===== src/rtl/stitch_adapter_pkg.sv =====
// Shared types and width helpers for the stitched-pipeline credit adapter.
package stitch_adapter_pkg;

    typedef enum logic [1:0] {
        ST_RESET = 2'd0,
        ST_FLUSH = 2'd1,
        ST_RUN   = 2'd2
    } state_e;

    // Credit counter must hold the value depth itself.
    function automatic int credit_w(input int depth);
        return $clog2(depth + 1);
    endfunction

    // Flush down-counter holds latency-1 at most; never narrower than one bit.
    function automatic int flush_w(input int latency);
        return (latency > 1) ? $clog2(latency) : 1;
    endfunction

endpackage


===== src/rtl/stitch_adapter_fifo.sv =====
// Synchronous output FIFO; pointers wrap modulo DEPTH so any depth >= 1 works.
module stitch_adapter_fifo
    import stitch_adapter_pkg::*;
#(
    parameter int DATA_WIDTH = 32,
    parameter int DEPTH      = 4
) (
    input  logic                  clk,
    input  logic                  rst_n,
    input  logic                  push,
    input  logic                  pop,
    input  logic [DATA_WIDTH-1:0] wdata,
    output logic                  full,
    output logic                  empty,
    output logic [DATA_WIDTH-1:0] head
);

    localparam int PTR_W = (DEPTH > 1) ? $clog2(DEPTH) : 1;
    localparam int CNT_W = credit_w(DEPTH);
    localparam logic [PTR_W-1:0] LAST_PTR = PTR_W'(DEPTH - 1);
    localparam logic [CNT_W-1:0] FULL_CNT = CNT_W'(DEPTH);

    logic [DATA_WIDTH-1:0] mem [DEPTH];
    logic [PTR_W-1:0]      wr_ptr;
    logic [PTR_W-1:0]      rd_ptr;
    logic [CNT_W-1:0]      count;
    logic                  do_push;
    logic                  do_pop;

    // A push into a full FIFO is only taken when the head leaves in the same cycle.
    assign do_pop  = pop && !empty;
    assign do_push = push && (!full || do_pop);

    always_ff @(posedge clk) begin
        if (!rst_n) begin
            wr_ptr <= '0;
            rd_ptr <= '0;
            count  <= '0;
        end else begin
            if (do_push) begin
                wr_ptr <= (wr_ptr == LAST_PTR) ? '0 : wr_ptr + 1'b1;
            end
            if (do_pop) begin
                rd_ptr <= (rd_ptr == LAST_PTR) ? '0 : rd_ptr + 1'b1;
            end
            case ({do_push, do_pop})
                2'b10:   count <= count + 1'b1;
                2'b01:   count <= count - 1'b1;
                default: count <= count;
            endcase
        end
    end

    always_ff @(posedge clk) begin
        if (do_push) begin
            mem[wr_ptr] <= wdata;
        end
    end

    assign full  = (count == FULL_CNT);
    assign empty = (count == '0);
    assign head  = mem[rd_ptr];

endmodule


===== src/rtl/stitch_pipeline_credit_adapter.sv =====
// Wraps an unreset valid-only pipeline into a ready/valid block: credit-gated
// input, output FIFO, and a post-reset flush of the pipeline's valid chain.
//
//   state    | meaning
//   ST_RESET | rst_n low; FIFO emptied, credits restored
//   ST_FLUSH | LATENCY cycles of zero valids to clear the pipeline
//   ST_RUN   | normal credit-gated operation
module stitch_pipeline_credit_adapter
    import stitch_adapter_pkg::*;
#(
    parameter int DATA_WIDTH = 32,
    parameter int LATENCY    = 3,
    parameter int DEPTH      = 4
) (
    input  logic                  clk,
    input  logic                  rst_n,
    input  logic                  in_valid,
    output logic                  in_ready,
    output logic                  pipe_in_valid,
    input  logic [DATA_WIDTH-1:0] pipe_out,
    input  logic                  pipe_out_valid,
    output logic [DATA_WIDTH-1:0] out_data,
    output logic                  out_valid,
    input  logic                  out_ready,
    output logic                  overflow_err
);

    localparam int CW = credit_w(DEPTH);
    localparam int FW = flush_w(LATENCY);
    localparam logic [CW-1:0] CREDITS_MAX = CW'(DEPTH);
    localparam logic [FW-1:0] FLUSH_LOAD  = FW'(LATENCY - 1);

    state_e        state;
    logic [FW-1:0] flush_cnt;
    logic [CW-1:0] credits;
    logic          overflow_q;
    logic          run;
    logic          accept;
    logic          pop;
    logic          push;
    logic          fifo_full;
    logic          fifo_empty;

    // rst_n gating keeps the handshakes quiet in the reset cycle itself.
    assign run           = rst_n && (state == ST_RUN);
    assign in_ready      = run && (credits != '0);
    assign accept        = in_valid && in_ready;
    assign pipe_in_valid = accept;
    assign out_valid     = run && !fifo_empty;
    assign pop           = out_valid && out_ready;
    assign push          = run && pipe_out_valid;
    assign overflow_err  = overflow_q;

    always_ff @(posedge clk) begin
        if (!rst_n) begin
            state     <= ST_RESET;
            flush_cnt <= FLUSH_LOAD;
        end else begin
            case (state)
                ST_RESET: begin
                    state     <= ST_FLUSH;
                    flush_cnt <= FLUSH_LOAD;
                end
                ST_FLUSH: begin
                    if (flush_cnt == '0) begin
                        state <= ST_RUN;
                    end else begin
                        flush_cnt <= flush_cnt - 1'b1;
                    end
                end
                ST_RUN:  state <= ST_RUN;
                default: state <= ST_RESET;
            endcase
        end
    end

    // Credits count FIFO slots neither occupied nor promised to in-flight words.
    always_ff @(posedge clk) begin
        if (!rst_n || !run) begin
            credits <= CREDITS_MAX;
        end else if (accept && !pop) begin
            credits <= credits - 1'b1;
        end else if (pop && !accept && (credits != CREDITS_MAX)) begin
            credits <= credits + 1'b1;
        end
    end

    always_ff @(posedge clk) begin
        if (!rst_n) begin
            overflow_q <= 1'b0;
        end else if (push && fifo_full && !pop) begin
            overflow_q <= 1'b1;
        end
    end

    stitch_adapter_fifo #(
        .DATA_WIDTH (DATA_WIDTH),
        .DEPTH      (DEPTH)
    ) u_fifo (
        .clk   (clk),
        .rst_n (rst_n),
        .push  (push),
        .pop   (pop),
        .wdata (pipe_out),
        .full  (fifo_full),
        .empty (fifo_empty),
        .head  (out_data)
    );

endmodule


===== config.mk =====
export PLATFORM = sky130hd
export DESIGN_NAME = stitch_pipeline_credit_adapter
export DESIGN_NICKNAME = d
export VERILOG_FILES = /design/src/rtl/stitch_adapter_pkg.sv /design/src/rtl/stitch_adapter_fifo.sv /design/src/rtl/stitch_pipeline_credit_adapter.sv
export SDC_FILE = /design/constraint.sdc
export NUM_CORES = 1
export LEC_CHECK = 0
export ABC_AREA = 0
export BUFFER_PORTS_ARGS = -buffer_cell sky130_fd_sc_hd__buf_2
export CORE_ASPECT_RATIO = 0.7
export CORE_MARGIN = 3
export CORE_UTILIZATION = 60
export CTS_CLUSTER_SIZE = 30
export DETAILED_ROUTE_END_ITERATION = 7
export PLACE_DENSITY = 0.85
export SLEW_MARGIN = 20
export SYNTH_ARGS = -nofsm -noshare
export SYNTH_HDL_FRONTEND = slang
export SYNTH_HIERARCHICAL = 1
export SYNTH_SLANG_ARGS = --single-unit

===== constraint.sdc =====
create_clock -name clk -period 4.75 [get_ports clk]
set_input_delay 0.95 -clock clk [delete_from_list [all_inputs] [get_ports clk]]
set_output_delay 0.95 -clock clk [all_outputs]
set_load 0.02 [all_outputs]

After elaboration in Yosys (flattened, before gate mapping)
Memories as Yosys holds them, arrays and structs flattened. A register that Yosys moved wholly into a read port is not among the register bits.
Cells that the tools add are included.

cells by class
  add/sub/neg operators = 7
  equality and inequality tests = 10
  multiplexer cells = 13
  reduce and logical (&&, ||, !) cells = 29

operators by type and width
  kind                                                                count
  1-bit logical AND                                                   13
  2-bit 2-to-1 mux                                                    6
  2-bit == test, second input constant                                4
  3-bit by 1-bit adder with 3-bit output, second input constant       2
  1-bit zero test                                                     6
  3-bit 2-to-1 mux                                                    2
  2-bit case mux with 3 select lines                                  1
  3-bit case mux with 2 select lines                                  1
  2-bit nonzero test                                                  3
  3-bit by 1-bit subtractor with 3-bit output, second input constant  2
  2-bit by 1-bit adder with 2-bit output, second input constant       2
  2-bit by 1-bit == test with 1-bit output, second input constant     2
  2-bit zero test                                                     2
  2-bit != test, second input constant                                2
  2-bit case mux with 2 select lines                                  1
  3-bit == test, second input constant                                1
  3-bit zero test                                                     1
  3-bit != test, second input constant                                1
  3-bit nonzero test                                                  1
  1-bit logical OR                                                    2
  1-bit 2-to-1 mux                                                    2
  2-bit AND reduction                                                 1
  2-bit by 1-bit subtractor with 2-bit output, second input constant  1

word-level totals
  register bits after elaboration = 15
  memory bits (writable) = 128
  input bits = 37
  output and inout port bits = 36
  word-level logic and storage cells = 67
  memories kept = 1

memory list
  memory      words  width  read ports  clocked after memory_dff  wr ports  line                       source
  u_fifo.mem  4      32     1           1                         1         stitch_adapter_fifo.sv:23  logic [DATA_WIDTH-1:0] mem [DEPTH];

Depth between registers and ports, before layout
  word-level depth = 9
  gate-level depth with buffers = 11
  depth with buffers taken out = 10

Hierarchy
The synthesis kept the hierarchy.

modules (own cells, without submodules)
  module                          instances  cells each  area each (um^2)  sequential area each (um^2)
  stitch_adapter_fifo             1          235         5192.5            4023.9
  stitch_pipeline_credit_adapter  1          59          505.5             160.2

Least setup slack after synthesis
Ideal clock, no wire load.

  path kind = input port to flip-flop
  from = input port rst_n
  to = register credits[2]
  library setup time = 0.134 ns
  data arrival time = 3.352 ns
  required time = 4.616 ns
  setup slack = 1.264 ns
  stages = 8
  buffers on the path = 1
  path through = buf_4 -> nand2_1 -> nor3b_1 -> nand2_1 -> fa_1 -> or3_1 -> and3_1 -> or4_1

between the ends
  word-level cells in the longest chain between the ends = 7
  elaborated cells between the ends (all ways) = 15
  classes of those cells = mux (1); reduce/logical (14)

ends and longest elaborated chain
  what                                 line                                  source
  from (decl)                          stitch_pipeline_credit_adapter.sv:16  input logic rst_n,
  1-bit logical AND *                  stitch_pipeline_credit_adapter.sv:45  assign run = rst_n && (state == ST_RUN);
  1-bit logical AND *                  stitch_pipeline_credit_adapter.sv:46  assign in_ready = run && (credits != '0);
  1-bit logical AND *                  stitch_pipeline_credit_adapter.sv:47  assign accept = in_valid && in_ready;
  via pipe_in_valid                    stitch_pipeline_credit_adapter.sv:19  output logic pipe_in_valid,
  1-bit zero test                      stitch_pipeline_credit_adapter.sv:83  end else if (pop && !accept && (credits != CREDITS_MAX)) begin
  1-bit logical AND (2 in a row)       stitch_pipeline_credit_adapter.sv:83
  2-bit nonzero test (no source line)  -
  to (signal assigned)                 stitch_pipeline_credit_adapter.sv:82  credits <= credits - 1'b1;
  to (signal assigned)                 stitch_pipeline_credit_adapter.sv:84  credits <= credits + 1'b1;
  to (decl)                            stitch_pipeline_credit_adapter.sv:35  logic [CW-1:0] credits;

The timed path passes the listed nets; every way through them passes the cells marked *.
A chain may end at the register's enable or synchronous reset.

==> metrics list <==
- The number of hold violations in the final report is 0.
* Final GP Congestion: 0.713
- The number of different library cells used by synthesis comes to 40.
* Min-delay worst type: flop to flop
* Wire length of the first global-routing pass: 16,500 um
- Global routing finished with a remaining overflow of 0.
- The via count of the first global-routing pass came to 3,086.
- Max-cap violation count: 0
* Setup-violating endpoint count in the final report: 0
- Summing all non-filler instances in the final layout gives an area of 0.00672 sq mm.
- Die Outline Area: 0.0107 sq mm
- After detailed routing, the number of remaining DRC violations is 0.
* VDD IR-drop max: 248 uV
- Reported leakage power: 0.00233 uW
- Detail-routed via count per cell: 5.74
* Routed wire length: 10,500 um
- Largest net degree at the start of global routing: 33
- Post-route met1 wirelength: 4240 um
- Antenna violations before repair: 0
* Part of the cycle the worst path needs: 70.5%
* Skew final: 0.0103 ns
* H-Tree Level Count: 4
- Synthesis handed over a netlist of 294 instances.
- Share of final-layout standard cells stronger than drive strength 1: 38.1%
- The pre-antenna-repair detailed-routing pass consisted of 4 iterations.
* Post-synth EDFFs: 128
- Routed Antenna Nets: 0
- Worst slack on hold paths: 0.494 ns
- The mapped netlist covers 0.00570 sq mm.
* Post-placement worst setup slack: 1.42 ns
- Final routed wire length divided by cell count: 20.6 um
* Share of synthesized area occupied by flip-flops and latches: 73.4%
- Sequential cell fraction of total power: 49.7%
- STA classifies the critical path startpoint as a flop.
- The worst path meets setup with 1.40 ns of slack.
- Max Freq: 299 MHz
- Ys async rst share: 0%
- Post_cts resized: 0
- In the detailed route, the total length drawn on met2 is 5500 um.
- Fin. max-slew vios: 0
- The repair_antennas step left the layout with diodes totalling 0.
- Combinational cells account for 6.5% of the total power.
* Worst-path fanout max: 26
- Summing all placed instances gives a cell area of 0.00615 sq mm.
* Type of the worst setup path: flop to output port
- At the worst endpoint, the required time is 3.80 ns.
* HPWL after DPL: 6400 um
* Clock Root Buffer: sky130_fd_sc_hd__clkbuf_16
- TritonCTS built the clock tree.
* Utilization of the core after routing: 73.5%
- Drt initial violations: 240
- Setup repair after global routing left no endpoint under its margin.
- Sw Share: 21.6%
* Std cell rows: 29
- After floorplanning, the core was sized to cover 0.00914 sq mm.
- I/O pins: 73
* Slew @ Worst Pin: 0.905 ns
* Minimum clock period: 3.35 ns
- Hold repair after CTS inserted 0 buffers.
- CTS Sinks: 145
- Cell internal power was estimated by the tool at 2260 uW.
- Each instance of the synthesized netlist takes up on average 19.4 sq um.
* Slew HR: 39.6%
- The later pin in the worst-skew pair is clocked with a latency of 0.41 ns.
- Synth-to-Final Area Change: 18.0%
- Worst-case reg-to-reg path depth: 9
* Die height: 87.5 um
- The worst setup path is captured at an output port.
- For this design the total switching power over the nets is 622 uW.
- Port Buffers: 72
- The highest layer touched by signal routing is met4.
* Run status: finished clean
- Clock slew at the register clock pins of the worst setup and hold paths: 0.06 ns
- The library cell used most frequently in the layout, excluding fill and tap cells, is sky130_fd_sc_hd__edfxtp_1.
- In this run, synthesis produced a sequential element count of 145.
* Ratio of total power to cell area: 429 mW/mm^2
* Number of buffers on the longest clock path: 2
- The share of total power dissipated in the clock network is 43.8%.
- The final route contains 2,925 vias.
- Once the clock tree was built, the setup fixing pass inserted 0 buffers.
- Number of warnings issued by yosys: 6
- Measured along the x axis, the die boundary spans 122 um.
- Cell depth of the worst hold path: 2
- Global routing consumed, over all layers together, 21.4% of the routing resources.
- The number of nets in the synthesized netlist is 342.
- Highest-count cells in the layout ignoring fill and taps: sky130_fd_sc_hd__edfxtp_1, sky130_fd_sc_hd__buf_2, sky130_fd_sc_hd__mux4_2
- Dominant synthesized flop cell: sky130_fd_sc_hd__edfxtp_1
- At the worst endpoint, the arrival time is 2.40 ns.
- After routing, the total negative slack on setup checks comes to 0 ns.
* Number of nets in the finished design: 421
- WL met3: 655 um
* Initial core utilization: 62.3%
* TritonCTS Buffers: 17
==> final timing paths <==
path,to,start,slack (ns)
max,out_data[13],flop,1.40
max reg2reg,credits[2],state[0],1.82
min reg2reg,overflow_err,overflow_err,0.49
min,overflow_err,overflow_err,0.49
==> cell usage after synthesis, types with 6 or more instances <==
cell type	number	share of area (%)
sky130_fd_sc_hd__nand3_1	6	0.53
sky130_fd_sc_hd__inv_1	16	1.1
sky130_fd_sc_hd__a21oi_1	6	0.53
sky130_fd_sc_hd__mux4_2	32	13
sky130_fd_sc_hd__nor2_1	7	0.46
sky130_fd_sc_hd__edfxtp_1	128	67
sky130_fd_sc_hd__dfxtp_1	17	6.0
sky130_fd_sc_hd__nand2_1	7	0.46
sky130_fd_sc_hd__and3_1	6	0.66
sky130_fd_sc_hd__o21ai_0	6	0.53
sky130_fd_sc_hd__ha_1	9	2.0
==> worst max-delay path: stages (launching register included) <==
cell                      delay [ns]
sky130_fd_sc_hd__dfxtp_2        0.92
sky130_fd_sc_hd__buf_4          0.34
sky130_fd_sc_hd__mux4_2         0.55
sky130_fd_sc_hd__buf_2          0.18
==> metrics by stage <==
step                      std cells  power (uW)
after floorplan                 294        1580
after global placement          478        1630
after detailed placement        478        1650
after CTS                       510        2910
after global routing            510        2990
final                           510        2880
==> cell families (layout without fill, tap and decap cells) <==
kind of cell    count (synthesis)  after routing  share of synthesized area [%]
compound gates                 22             22                           2.53
xor+xnor                        2              2                          0.307
fa+ha+maj                      11             11                           2.68
buf+inv                        29            121                           2.46
flops                         145            145                           73.4
mux                            37             37                           13.5
simple gates                   48             48                           5.07
==> sequential cells by signal, indices dropped and copies added (netlist names), named ones only <==
register / cells
u_fifo/wr_ptr: 2
u_fifo/count: 3
overflow_err: 1
state: 2
u_fifo/rd_ptr: 2
flush_cnt: 2
u_fifo/mem: 128
credits: 3
==> power by group through the flow <==
stage	Combinational, uW	Sequential [uW]	Clock [uW]
final	188	1430	1260
after global routing	212	1440	1340
after CTS	190	1430	1290
after detailed placement	189	1460	0
after global placement	174	1460	0
after floorplan	122	1460	0
==> cell type report <==
| type | count | area (sq um) |
|---|---|---|
| repair buffers | 73 | 368 |
| fillers | 547 | 2420 |
| inverters | 16 | 60.1 |
| flip-flops and latches | 145 | 4190 |
| clock buffers | 19 | 433 |
| clock inverters | 13 | 140 |
| multi-input cells | 120 | 1380 |
| well taps | 124 | 155 |
==> routing by layer <==
metal | track usage, % | vias up
li1 | - | 1336
met1 | 27.2 | 1466
met2 | 35.9 | 113
met3 | 6.65 | 10
met4 | 7.22 | 0
met5 | 0 | -
(Power assumes the default switching activity.)
